### config.mk
export PLATFORM = sky130hd
export DESIGN_NAME = reg_file_mp_flat
export DESIGN_NICKNAME = d
export VERILOG_FILES = /design/src/rtl/reg_file_mp_if.sv /design/src/rtl/reg_file_mp.sv /design/src/flat_wrapper.sv
export SDC_FILE = /design/constraint.sdc
export NUM_CORES = 1
export LEC_CHECK = 0
export CELL_PAD_IN_SITES_DETAIL_PLACEMENT = 1
export CELL_PAD_IN_SITES_GLOBAL_PLACEMENT = 1
export CORE_ASPECT_RATIO = 1.4
export CORE_UTILIZATION = 40
export CTS_CLUSTER_DIAMETER = 200
export DETAILED_ROUTE_END_ITERATION = 10
export PLACE_DENSITY_LB_ADDON = 0.08
export SETUP_SLACK_MARGIN = 0.5
export SYNTH_ARGS = -nofsm -noshare
export SYNTH_HDL_FRONTEND = slang
export SYNTH_SLANG_ARGS = --single-unit
### constraint.sdc
create_clock -name Clock_50 -period 2.6 [get_ports Clock_50]
set_input_delay 0.52 -clock Clock_50 [delete_from_list [all_inputs] [get_ports Clock_50]]
set_output_delay 0.52 -clock Clock_50 [all_outputs]
set_load 0.02 [all_outputs]
### src/rtl/reg_file_mp_if.sv
// Register-file access bus: two write ports, two read ports with pending bits,
// a reserve port and the flattened debug view of every register.
interface reg_file_mp_if #(
    parameter int WIDTH  = 16,
    parameter int ADDR_W = 3
);
    localparam int DEPTH = 2 ** ADDR_W;

    logic                    WriteA;
    logic [ADDR_W-1:0]       SelectA;
    logic [WIDTH-1:0]        datainA;
    logic                    WriteB;
    logic [ADDR_W-1:0]       SelectB;
    logic [WIDTH-1:0]        datainB;
    logic [ADDR_W-1:0]       Aselect;
    logic [ADDR_W-1:0]       Bselect;
    logic [WIDTH-1:0]        Aoutput;
    logic [WIDTH-1:0]        Boutput;
    logic                    Apending;
    logic                    Bpending;
    logic                    Reserve;
    logic [ADDR_W-1:0]       Rselect;
    logic [DEPTH*WIDTH-1:0]  Rall;

    modport master (
        output WriteA, SelectA, datainA, WriteB, SelectB, datainB,
        output Aselect, Bselect, Reserve, Rselect,
        input  Aoutput, Boutput, Apending, Bpending, Rall
    );

    modport slave (
        input  WriteA, SelectA, datainA, WriteB, SelectB, datainB,
        input  Aselect, Bselect, Reserve, Rselect,
        output Aoutput, Boutput, Apending, Bpending, Rall
    );
endinterface

### src/rtl/reg_file_mp.sv
// Two-write/two-read register file with B-priority collisions, optional
// write-to-read forwarding, optional hard-wired zero register and pending bits.
module reg_file_mp #(
    parameter int WIDTH    = 16,
    parameter int ADDR_W   = 3,
    parameter int BYPASS   = 1,
    parameter int ZERO_REG = 0
) (
    input  logic          Clock_50,
    input  logic          Clear_n,
    reg_file_mp_if.slave  bus
);
    localparam int DEPTH = 2 ** ADDR_W;

    logic [DEPTH-1:0][WIDTH-1:0] regs;
    logic [DEPTH-1:0]            pending;
    logic [DEPTH-1:0]            pending_next;
    logic                        we_a;
    logic                        we_b;
    logic                        res_en;

    // Enables are gated by Clear_n so nothing is forwarded while in reset.
    assign we_a   = Clear_n && bus.WriteA  && !((ZERO_REG != 0) && (bus.SelectA == '0));
    assign we_b   = Clear_n && bus.WriteB  && !((ZERO_REG != 0) && (bus.SelectB == '0));
    assign res_en = Clear_n && bus.Reserve && !((ZERO_REG != 0) && (bus.Rselect == '0));

    always_comb begin
        pending_next = pending;
        if (we_a)
            pending_next[bus.SelectA] = 1'b0;
        if (we_b)
            pending_next[bus.SelectB] = 1'b0;
        if (res_en)
            pending_next[bus.Rselect] = 1'b1;
    end

    // Port B is written last so it overrides port A on an address collision.
    always_ff @(posedge Clock_50 or negedge Clear_n) begin
        if (!Clear_n) begin
            regs    <= '0;
            pending <= '0;
        end else begin
            if (we_a)
                regs[bus.SelectA] <= bus.datainA;
            if (we_b)
                regs[bus.SelectB] <= bus.datainB;
            pending <= pending_next;
        end
    end

    always_comb begin
        bus.Aoutput  = regs[bus.Aselect];
        bus.Apending = pending[bus.Aselect];
        if ((ZERO_REG != 0) && (bus.Aselect == '0)) begin
            bus.Aoutput  = '0;
            bus.Apending = 1'b0;
        end else if ((BYPASS != 0) && we_b && (bus.SelectB == bus.Aselect)) begin
            bus.Aoutput  = bus.datainB;
            bus.Apending = 1'b0;
        end else if ((BYPASS != 0) && we_a && (bus.SelectA == bus.Aselect)) begin
            bus.Aoutput  = bus.datainA;
            bus.Apending = 1'b0;
        end
    end

    always_comb begin
        bus.Boutput  = regs[bus.Bselect];
        bus.Bpending = pending[bus.Bselect];
        if ((ZERO_REG != 0) && (bus.Bselect == '0)) begin
            bus.Boutput  = '0;
            bus.Bpending = 1'b0;
        end else if ((BYPASS != 0) && we_b && (bus.SelectB == bus.Bselect)) begin
            bus.Boutput  = bus.datainB;
            bus.Bpending = 1'b0;
        end else if ((BYPASS != 0) && we_a && (bus.SelectA == bus.Bselect)) begin
            bus.Boutput  = bus.datainA;
            bus.Bpending = 1'b0;
        end
    end

    // Debug view shows stored contents only, never forwarded data.
    assign bus.Rall = regs;
endmodule
### src/flat_wrapper.sv
// flat-port wrapper written by rule: the top's interface ports become plain ports
module reg_file_mp_flat 
#(
    parameter int WIDTH    = 16,
    parameter int ADDR_W   = 3,
    parameter int BYPASS   = 1,
    parameter int ZERO_REG = 0
)
  (Clock_50, Clear_n, bus_WriteA, bus_SelectA, bus_datainA, bus_WriteB, bus_SelectB, bus_datainB, bus_Aselect, bus_Bselect, bus_Reserve, bus_Rselect, bus_Aoutput, bus_Boutput, bus_Apending, bus_Bpending, bus_Rall);
  reg_file_mp_if #(.WIDTH(WIDTH), .ADDR_W(ADDR_W)) bus_i ();
  input  logic Clock_50;
  input  logic Clear_n;
  input wire logic [$bits(bus_i.WriteA)-1:0] bus_WriteA;
  input wire logic [$bits(bus_i.SelectA)-1:0] bus_SelectA;
  input wire logic [$bits(bus_i.datainA)-1:0] bus_datainA;
  input wire logic [$bits(bus_i.WriteB)-1:0] bus_WriteB;
  input wire logic [$bits(bus_i.SelectB)-1:0] bus_SelectB;
  input wire logic [$bits(bus_i.datainB)-1:0] bus_datainB;
  input wire logic [$bits(bus_i.Aselect)-1:0] bus_Aselect;
  input wire logic [$bits(bus_i.Bselect)-1:0] bus_Bselect;
  input wire logic [$bits(bus_i.Reserve)-1:0] bus_Reserve;
  input wire logic [$bits(bus_i.Rselect)-1:0] bus_Rselect;
  output wire logic [$bits(bus_i.Aoutput)-1:0] bus_Aoutput;
  output wire logic [$bits(bus_i.Boutput)-1:0] bus_Boutput;
  output wire logic [$bits(bus_i.Apending)-1:0] bus_Apending;
  output wire logic [$bits(bus_i.Bpending)-1:0] bus_Bpending;
  output wire logic [$bits(bus_i.Rall)-1:0] bus_Rall;
  assign bus_i.WriteA = bus_WriteA;
  assign bus_i.SelectA = bus_SelectA;
  assign bus_i.datainA = bus_datainA;
  assign bus_i.WriteB = bus_WriteB;
  assign bus_i.SelectB = bus_SelectB;
  assign bus_i.datainB = bus_datainB;
  assign bus_i.Aselect = bus_Aselect;
  assign bus_i.Bselect = bus_Bselect;
  assign bus_i.Reserve = bus_Reserve;
  assign bus_i.Rselect = bus_Rselect;
  assign bus_Aoutput = bus_i.Aoutput;
  assign bus_Boutput = bus_i.Boutput;
  assign bus_Apending = bus_i.Apending;
  assign bus_Bpending = bus_i.Bpending;
  assign bus_Rall = bus_i.Rall;
  reg_file_mp #(.WIDTH(WIDTH), .ADDR_W(ADDR_W), .BYPASS(BYPASS), .ZERO_REG(ZERO_REG)) u_core (.Clock_50(Clock_50), .Clear_n(Clear_n), .bus(bus_i));
endmodule
* After elaboration in Yosys (flattened, before gate mapping)
Cells that the tools add are included.
** Storage, ports and cells
- Flip-flop bits (word level) :: 136
- Input bits :: 52
- Output and inout port bits :: 162
- Logic and storage cells :: 69
** Cells by class
- Order comparisons :: 8
- Equal/unequal tests :: 4
- Muxes and demuxes :: 33
- Bitwise operators :: 5
- Reductions and logical operators :: 10
** Operators with widths (number)
- 128-bit bitwise mux :: 2
- 128-bit two-way mux :: 2
- 16-bit two-way mux :: 8
- 16-bit binary-select mux with 3-bit select :: 2
- 16-bit demux with 3-bit select :: 2
- 8-bit two-way mux :: 3
- 3-bit by 4-bit < comparator with 1-bit output (second input constant) :: 5
- 8-bit bitwise AND :: 2
- 8-bit NOT :: 2
- 3-bit == test :: 4
- 1-bit logical AND :: 10
- 1-bit demux with 3-bit select :: 3
- 3-bit by 1-bit >= comparator with 1-bit output (second input constant) :: 3
- 1-bit two-way mux :: 9
- 8-bit OR :: 1
- 1-bit binary-select mux with 3-bit select :: 2

* Logic depth before layout (Yosys ltp)
Gate-level depths: netlist of run 1.
- Depth after elaboration :: 11
- Depth in mapped cells :: 8
- Gate-level depth less buffers :: 4

* Worst setup path before layout of run 1
Ideal clock, no wire load.
- Path type :: in2out
- Start :: in bus_Aselect[2]
- End :: out bus_Aoutput[0]
- Arrival :: 1.928 ns
- Required time :: 2.080 ns
- Slack :: 0.152 ns
- Stages :: 6
- Path buffers :: 2
- Cell sequence :: buf_2 clkbuf_1 mux4_2 mux2_2 mux2i_1 o21ai_0
** Between the ends
- Word-level cells in the longest chain between the ends :: 4
- Elaborated cells on any way between the ends :: 8
- Classes of those cells :: 2 x eq/ne; 4 x mux; 2 x reduce/logical
** Ends and longest elaborated chain
- start, declared :: RTL line flat_wrapper.sv:19 : input wire logic [$bits(bus_i.Aselect)-1:0] bus_Aselect;
- 16-bit binary-select mux with 3-bit select or 3-bit == test (tied branches) :: RTL line reg_file_mp.sv:52, reg_file_mp.sv:60
- 16-bit two-way mux (not written as such) or 1-bit logical AND (tied branches) :: RTL line reg_file_mp.sv:52, reg_file_mp.sv:60
- 16-bit two-way mux :: RTL line reg_file_mp.sv:60 : end else if ((BYPASS != 0) && we_a && (bus.SelectA == bus.Aselect)) begin
- 16-bit two-way mux * :: RTL line reg_file_mp.sv:57 : end else if ((BYPASS != 0) && we_b && (bus.SelectB == bus.Aselect)) begin
- end, declared :: RTL line flat_wrapper.sv:23 : output wire logic [$bits(bus_i.Aoutput)-1:0] bus_Aoutput;
Mark *: on every way between the ends. The rest lies on a longest branch, timed or not. The select of a mux whose other input is x is not followed.

* Final worst setup path of run 1
- Start :: in bus_Bselect[0]
- End :: out bus_Boutput[15]
** Between the ends
- Word-level cells in the longest chain between the ends :: 4
- Elaborated cells on any way between the ends :: 8
- Classes of those cells :: 2 x eq/ne; 4 x mux; 2 x reduce/logical
** Ends and longest elaborated chain
- start, declared :: RTL line flat_wrapper.sv:20 : input wire logic [$bits(bus_i.Bselect)-1:0] bus_Bselect;
- 16-bit binary-select mux with 3-bit select or 3-bit == test (tied branches) :: RTL line reg_file_mp.sv:67, reg_file_mp.sv:75
- 16-bit two-way mux (not written as such) or 1-bit logical AND (tied branches) :: RTL line reg_file_mp.sv:67, reg_file_mp.sv:75
- 16-bit two-way mux :: RTL line reg_file_mp.sv:75 : end else if ((BYPASS != 0) && we_a && (bus.SelectA == bus.Bselect)) begin
- 16-bit two-way mux * :: RTL line reg_file_mp.sv:72 : end else if ((BYPASS != 0) && we_b && (bus.SelectB == bus.Bselect)) begin
- end, declared :: RTL line flat_wrapper.sv:24 : output wire logic [$bits(bus_i.Boutput)-1:0] bus_Boutput;
Marks and branches as above.

==> results summary, run 1 <==
Of the total power, registers draw 0.293. After synthesis, the share of flip-flops with an asynchronous set or reset is 1.00. The fraction of the core area covered by cells at the end of the flow is 0.640. The number of buffers added by the clock tree synthesis step came out at 17. The first TritonRoute pass finished after 7 iterations. In this run, the number of DRC markers left after iteration 0 of detailed routing was 543. The initial utilization of the core area, before any placement, comes to 0.410.

The shortest clock period the worst path allows after layout is 2670 ps. The layout overhead on the synthesized area came out at 56.2%. The clock share of power came out at 0.219. The run finished, with violations left. The final layout net count is 1307. The DRC violations left came out at 0. The chip width is 133 µm. Dividing total power by cell area gives a power density of 747 mW/mm². The number of levels the H-tree was split into is 4. The cell with the most instances after synthesis is sky130_fd_sc_hd__mux2i_1.

The number of standard cells in the final layout excluding fillers came out at 1574. In this run, synthesis produced a sequential element count of 136. In this run the standard cell core region covers 0.0233 mm². The cell sitting at the root of the clock tree is a sky130_fd_sc_hd__clkbuf_16.

The critical-path maximum fanout is 7. TritonCTS built the clock tree. The hold buffer count at CTS is 0.

Overall power consumption after layout is estimated at 11.1 mW. The final weighted congestion in routability-driven placement came out at 0.825. The post-detailed-placement half-perimeter wirelength came out at 26.9 mm. The number of antenna violations at the first check in global routing is 0. The commonest cells after synthesis are sky130_fd_sc_hd__mux2i_1, sky130_fd_sc_hd__dfrtp_1, sky130_fd_sc_hd__nand2_1. At the pin with the least slew margin, the transition time is 855 ps.

The sum of routed wire length over all layers is 42.5 mm. The number of rows in the core area came out at 66. The die outline height is 185 µm.

Entering global routing, the biggest net connects 64 pins. The instance area after placement came out at 0.0128 mm². For this design the total switching power over the nets is 4.12 mW. The tool flagged a number of max-cap violations equal to 0.

The final cell area excluding filler cells came out at 0.0149 mm². Counting tap cells, the placed design contains a total of 1445 instances. The global-route usage over all layers came out at 0.346. Of the total power, the share spent switching nets is 0.370. The fraction of layout cells with a size suffix above 1 is 0.398. The share of Yosys cell area claimed by the top area cell type is 0.357.

The final reports fail on negative setup slack. The average vias per placed instance came out at 5.98. The final setup TNS came out at -223 ps. The type of the worst setup path is in -> out.

At the later pin of the worst-skew pair, clock insertion delay measures 430 ps. Data on the critical path is required at its endpoint by 2080 ps. The first-pass GRT wire length came out at 61.9 mm. The maximum count of clock buffers along a single path came out at 2. Synthesis produced a netlist with a net count of 945.

The worst setup path is captured at a primary output. Setup violations remaining at the end of the flow were counted as 8. The worst setup margin is -74.6 ps. The number of clock sinks came out at 136.

The leakage dissipation came out at 6.43 nW. The number of top-level pins came out at 214. Yosys attributes the largest share of cell area to sky130_fd_sc_hd__dfrtp_1, sky130_fd_sc_hd__mux2i_1, sky130_fd_sc_hd__mux4_1. The library cell with the largest summed area after synthesis is sky130_fd_sc_hd__dfrtp_1. The final-report hold violation count came out at 0. The proportion of synthesized chip area in sequential cells is 0.357.

The post-route fraction of the period consumed by the critical path came out at 1.03. Buffers placed on the I/O ports in this run total 213. The floorplan die area is 0.0245 mm². The total congestion overflow after global routing is 0. The cell area that synthesis handed to floorplanning was 0.00955 mm².

In the synthesized netlist the dominant register cell turns out to be sky130_fd_sc_hd__dfrtp_1. The maximum VDD drop came out at 0.485 mV. The number of pins with negative max-slew slack in the final report came out at 0.

Static timing analysis puts the maximum clock frequency at 374 MHz. The number of synthesized flops with an enable pin is 0. The mean post-synth cell area came out at 10.7 µm². The number of nets with antenna violations after detailed routing is 0. The largest clock skew in the final design is 0 ps.

The clock slew at the register clock pins of the worst setup and hold paths is 70 ps. In the final routed layout, each cell accounts on average for 27.0 µm. 0 antenna diodes ended up in the layout. The gate count after technology mapping is 893. The cell-internal power came out at 7.03 mW. The arrival time reported for the critical path endpoint is 2150 ps.

Setup repair after global routing could not meet its margin everywhere. The number of global-route vias before repair came out at 10000. In this run the worst hold path is classified as in -> async.

The number of distinct standard cells referenced by the synthesized netlist is 33. The power share of the combinational group is 0.488. STA classifies the critical path startpoint as an input port. The worst reg-to-reg path cell count is 3. The worst slew margin relative to its limit came out at 0.430. The routed layout has 9413 vias. Yosys printed 0 warnings.
[power groups by stage]
stage / clock network [mW] / logic (mW) / registers, mW
final: 2.44 / 5.44 / 3.27
after global routing: 2.53 / 5.69 / 3.33
after CTS: 2.42 / 5.25 / 3.23
after detailed placement: 0 / 4.66 / 3.29
after global placement: 0 / 4.56 / 3.26
after floorplan: 0 / 1.88 / 3.71
[layout make-up]
class	instances	area [µm²]
Clock buffer	21	480
Fill cell	2397	8370
Clock inverter	11	97.6
Sequential cell	136	3410
Timing Repair Buffer	447	4610
Tap cell	306	383
Multi-Input combinational cell	653	5940
[sequential cells by signal, summed over array words and instances (netlist names)]
signal	cells
u_core.bus.Rall	128
u_core.pending	8
[layout by cell type, fill, tap and decap left out, types with 4 or more instances in the layout]
cell type	netlist	final
sky130_fd_sc_hd__clkinvlp_4	0	4
sky130_fd_sc_hd__nand3_1	4	4
sky130_fd_sc_hd__o21ai_1	32	6
sky130_fd_sc_hd__buf_2	12	5
sky130_fd_sc_hd__mux2i_2	0	11
sky130_fd_sc_hd__o21ai_0	82	77
sky130_fd_sc_hd__dfrtp_2	0	4
sky130_fd_sc_hd__dlymetal6s2s_1	0	25
sky130_fd_sc_hd__nand2_1	121	117
sky130_fd_sc_hd__buf_16	0	12
sky130_fd_sc_hd__buf_12	6	28
sky130_fd_sc_hd__clkdlybuf4s50_1	0	124
sky130_fd_sc_hd__mux2i_4	0	8
sky130_fd_sc_hd__nor2_1	58	55
sky130_fd_sc_hd__mux2i_1	160	141
sky130_fd_sc_hd__buf_4	13	186
sky130_fd_sc_hd__dlygate4sd2_1	0	8
sky130_fd_sc_hd__clkbuf_8	0	4
sky130_fd_sc_hd__buf_6	5	52
sky130_fd_sc_hd__mux4_2	25	68
sky130_fd_sc_hd__xor2_2	0	4
sky130_fd_sc_hd__clkbuf_16	0	18
sky130_fd_sc_hd__o21ai_2	0	30
sky130_fd_sc_hd__clkinv_2	0	4
sky130_fd_sc_hd__a22o_1	4	4
sky130_fd_sc_hd__mux2_4	0	33
sky130_fd_sc_hd__nand2b_1	4	4
sky130_fd_sc_hd__a21oi_1	48	48
sky130_fd_sc_hd__dfrtp_1	136	132
sky130_fd_sc_hd__nor3_2	0	4
sky130_fd_sc_hd__nor2_4	4	4
[stage by stage]
stage                     setup slack [ps]  hold slack (ps)
final                                -74.6             57.6
after global routing                 -87.4             44.2
after CTS                            -11.6             42.4
after detailed placement              -751              484
after global placement                -740              488
after floorplan                        273              224
[kinds of logic (layout without fill, tap and decap cells)]
| family | Yosys count | in the layout | share of synthesized area |
|---|---|---|---|
| AOI/OAI and AO/OA | 168 | 168 | 0.0907 |
| and+or+nand+nor | 211 | 211 | 0.0948 |
| DFF | 136 | 136 | 0.357 |
| muxes | 262 | 262 | 0.385 |
| xor gates and xnor gates | 12 | 12 | 0.0110 |
| buffers and inverters | 104 | 479 | 0.0617 |
[per-layer routing]
metal	vias up	wire length [µm]	part of all wire	track usage
met5	-	0	0	0
met4	0	2300	0.054	0.203
met3	125	2090	0.049	0.0536
met2	425	21700	0.51	0.600
met1	4911	16300	0.38	0.406
li1	3952	-	-	-
[critical path: stages]
cell and delay, ps:
sky130_fd_sc_hd__buf_12 130, sky130_fd_sc_hd__buf_16 150, sky130_fd_sc_hd__buf_8 130, sky130_fd_sc_hd__xnor2_4 160, sky130_fd_sc_hd__nand4_1 220, sky130_fd_sc_hd__buf_6 220, sky130_fd_sc_hd__buf_6 140, sky130_fd_sc_hd__mux2i_1 130
sky130_fd_sc_hd__o21ai_1 170, sky130_fd_sc_hd__buf_4 170
[path summary, 6_finish.rpt]
path                                startpoint             endpoint  slack (ps)
setup reg to reg           u_core.bus.Rall[67]  u_core.bus.Rall[67]        1640
setup / recovery                bus_Bselect[0]      bus_Boutput[15]         -70
hold reg to reg              u_core.pending[3]    u_core.pending[3]         550
max in group asynchronous              Clear_n  u_core.bus.Rall[31]        1230
min in group Clock_50        u_core.pending[3]    u_core.pending[3]         550
hold / removal                         Clear_n    u_core.pending[7]          60
[what timing repair did]
item	CTS	global route
pin swaps	30	5
endpoints found under the hold margin	0	0
setup endpoints to repair	50	64
buffers inserted	57	28
resized for setup	362	60
gates cloned	11	1
(Power assumes the default switching activity.)
==> inputs of run 2 (changes only) <==
--- a/config.mk
+++ b/config.mk
@@ -12,7 +12,7 @@
 export CTS_CLUSTER_DIAMETER = 200
 export DETAILED_ROUTE_END_ITERATION = 10
 export PLACE_DENSITY_LB_ADDON = 0.08
-export SETUP_SLACK_MARGIN = 0.5
+export REMOVE_ABC_BUFFERS = 1
 export SYNTH_ARGS = -nofsm -noshare
 export SYNTH_HDL_FRONTEND = slang
 export SYNTH_SLANG_ARGS = --single-unit
==> run 2 against run 1 <==
  * The flow still finishes with violations (negative setup slack)
  * Via count shrank 2.2%
  * Global-route usage shrank 0.13 points
  * Flip-flop and latch count is the same
  * Sequential power is essentially flat
  * Utilization shrank 2.5 points
  * Highest routed layer unchanged
==> results summary, run 2 (synthesized netlist as in run 1, its figures left out) <==
The number of global-route vias before repair was 9713 (-2.9%). Leaving out fill and tap cells, the most frequent cells in the layout are sky130_fd_sc_hd__clkdlybuf4s50_1, sky130_fd_sc_hd__mux2i_1, sky130_fd_sc_hd__buf_4, sky130_fd_sc_hd__dfrtp_1, sky130_fd_sc_hd__nand2_1. The starting utilization of the core area came out at 0.410 (unchanged). The final setup TNS is -448 ps (-225 ps). The number of pins with negative max-slew slack in the final report came out at 0 (unchanged). The number of endpoints failing setup at the final stage came to 16 (+8). The first-pass detailed-route iteration total was 5 (-2).

The global-route usage over all layers was 0.344 (-0.00132). The power density over the cells came out at 772 mW/mm² (+3.3%). The largest clock skew in the final design came out at 0 ps (unchanged). The setup slack of the most critical reg-to-reg path came out at 1610 ps (-30 ps). The antenna diode instance count came out at 0 (unchanged). The count of routing violations after the opening detailed-route iteration came out at 663 (+22%).

The overall power of the completed layout is 11.1 mW (-0.64%). The average vias per placed instance came out at 6.02 (+0.59%). The chip width is 133 µm (unchanged).

The number of standard cells in the final layout excluding fillers is 1530 (-2.8%). The kind of end point of the critical path is a primary output. The post-detailed-route wirelength per cell came to 27.6 µm (+2.2%).

The worst hold margin came out at 170 ps (+112 ps). The number of port buffers is 213 (unchanged). The maximum clock frequency is 373 MHz (-0.18%). The count of placed standard cells including taps is 1447 (+0.14%). The area used by multi-input combinational logic was 0.00569 mm² (-4.2%). The power dissipated by switching net loads is 3.92 mW (-4.9%). The post-route fraction of the period consumed by the critical path was 1.03 (+0.00186). The fraction of the core area covered by cells at the end of the flow is 0.616 (-0.0246).

The critical-path maximum fanout came to 7 (unchanged). The layout overhead on the synthesized area came out at 50.3%. The instance area after placement is 0.0130 mm² (+1.7%). The number of clock sinks came to 136 (unchanged). The run finished, with violations left.

The transition at the pin with the smallest max-transition slack came to 917 ps (+61.4 ps). The detailed-route via count came out at 9204 (-2.2%). The total congestion overflow after global routing is 0 (unchanged). STA classifies the critical path startpoint as an input port.

By startpoint and endpoint, the worst setup path is classified as in -> out. The number of buffers added by the clock tree synthesis step came out at 17 (unchanged). The number of flip-flops in the largest register came to 128 (unchanged). Leaving out fill and tap cells, the most frequent cell in the layout is sky130_fd_sc_hd__clkdlybuf4s50_1. The number of rows in the core area came out at 66 (unchanged). In this run the worst hold path is classified as in -> async. The number of top-level pins came out at 214 (unchanged). The layout filler cell count is 2462 (+2.7%).

The clock share of power came out at 0.266 (+0.047). TritonCTS built the clock tree. The number of antenna violations at the first check in global routing was 0 (unchanged). The final layout net count is 1264 (-3.3%). The number of nets with antenna violations after detailed routing is 0 (unchanged). The first-pass GRT wire length is 61.8 mm (-0.12%). The final cell area excluding filler cells is 0.0143 mm² (-3.8%).

The worst setup slack after placement came out at -654 ps (+96.7 ps). The switching power share of the total is 0.354 (-0.0158). The part of the power in registers came out at 0.296 (+0.003).

The post-detailed-placement half-perimeter wirelength came to 26.4 mm (-1.6%). The tree is rooted in a sky130_fd_sc_hd__clkbuf_16. The worst setup margin came out at -79.4 ps (-4.84 ps). The shortest clock period the worst path allows after layout came out at 2680 ps (+4.84 ps). The area of the core came out at 0.0233 mm² (unchanged). The checks that failed: negative setup slack. The number of maximum-capacitance constraint violations came out at 0 (unchanged). The worst slew margin relative to its limit is 0.389 (-0.0410). The maximum VDD drop came out at 0.512 mV (+5.6%). The clock slew at the register clock pins of the worst setup and hold paths came out at 60 ps (about the same). The DRC violations left was 0 (unchanged). The floorplan die area is 0.0245 mm² (unchanged). The sum of routed wire length over all layers is 42.2 mm (-0.63%). The final weighted congestion in routability-driven placement came out at 0.890 (+7.8%). The endpoint required time on the critical path was 2080 ps (about the same). The insertion delay to the later sink of the worst-skew pair is 420 ps (about the same). The number of levels the H-tree was split into came to 4 (unchanged). The power share of the combinational group came out at 0.438 (-0.050). Setup repair after global routing could not meet its margin everywhere. The cell-internal power is 7.16 mW (+1.9%). The largest net degree at the start of global routing was 60 (-6.3%). The arrival time reported for the critical path endpoint is 2160 ps (about the same). The sequential cell area came out at 0.00341 mm² (about the same).

The leakage dissipation is 5.98 nW (-7.0%). The fraction of layout cells with a size suffix above 1 came out at 0.324 (-0.0747). The die outline height was 185 µm (unchanged). The final-report hold violation count was 0 (unchanged). The maximum count of clock buffers along a single path came out at 2 (unchanged).
==> run 2: cell count changes in the layout (fill, tap and decap cells not counted), moves of 14 or more <==
cell                              previous run  this run
sky130_fd_sc_hd__buf_6                      52        10
sky130_fd_sc_hd__buf_4                     186       154
sky130_fd_sc_hd__mux2_4                     33        12
sky130_fd_sc_hd__dlymetal6s2s_1             25         0
sky130_fd_sc_hd__o21ai_2                    30         5
sky130_fd_sc_hd__mux2i_1                   141       157
sky130_fd_sc_hd__mux2_2                      1        22
sky130_fd_sc_hd__mux4_2                     68        54
sky130_fd_sc_hd__o21ai_1                     6        31
sky130_fd_sc_hd__clkdlybuf4s50_1           124       164
sky130_fd_sc_hd__mux4_1                      0        14
==> run 2: timing repair <==
action,in CTS,in global routing
gates cloned,7,3
hold buffers,0,0
resized for setup,231,51
setup endpoints to repair,34,34
pin swaps,10,15
buffers inserted,20,24
==> run 2: path summary, 6_finish.rpt <==
check | start | end | depth (start not counted)
max | bus_Bselect[0] | bus_Boutput[6] | 7
min | Clear_n | u_core.bus.Rall[13] | 2
max reg2reg | u_core.bus.Rall[54] | u_core.bus.Rall[54] | 3
min reg2reg | u_core.pending[3] | u_core.pending[3] | 1
max in group asynchronous | Clear_n | u_core.bus.Rall[15] | 3
min in group Clock_50 | u_core.pending[3] | u_core.pending[3] | 1
==> run 2: layout make-up <==
cell class                      instances  share of cell area
Multi-Input combinational cell        653               0.397
Tap cell                              306              0.0267
Sequential cell                       136               0.238
Clock buffer                           19              0.0316
Timing Repair Buffer                  404               0.290
Clock inverter                         12              0.0172
==> run 2: worst max-delay path, stage by stage <==
cell and delay, ps:
sky130_fd_sc_hd__buf_16 130, sky130_fd_sc_hd__buf_12 160, sky130_fd_sc_hd__mux4_2 510, sky130_fd_sc_hd__mux2_2 280
sky130_fd_sc_hd__mux2i_1 230, sky130_fd_sc_hd__o21ai_1 130, sky130_fd_sc_hd__buf_4 170
==> run 2: power groups by stage <==
| stage | registers, mW | clock network, mW | logic (mW) |
|---|---|---|---|
| 2_1_floorplan | 3.70 | 0 | 1.61 |
| 3_3_place_gp | 3.25 | 0 | 4.41 |
| 3_5_place_dp | 3.28 | 0 | 4.49 |
| 4_1_cts | 3.26 | 2.94 | 4.61 |
| 5_1_grt | 3.34 | 3.05 | 5.10 |
| 6_report | 3.28 | 2.94 | 4.86 |
==> run 2: metal layers <==
layer | track usage | routed length, µm
met1 | 0.432 | 17100
met2 | 0.577 | 20900
met3 | 0.0550 | 2290
met4 | 0.171 | 1930
met5 | 0 | 0
==> inputs of run 3 (changes only) <==
--- a/config.mk
+++ b/config.mk
@@ -13,6 +13,7 @@
 export DETAILED_ROUTE_END_ITERATION = 10
 export PLACE_DENSITY_LB_ADDON = 0.08
 export REMOVE_ABC_BUFFERS = 1
+export SLEW_MARGIN = 25
 export SYNTH_ARGS = -nofsm -noshare
 export SYNTH_HDL_FRONTEND = slang
 export SYNTH_SLANG_ARGS = --single-unit
==> results of run 3 <==
No change in the layout: final DEF, timing and power equal those of run 2.
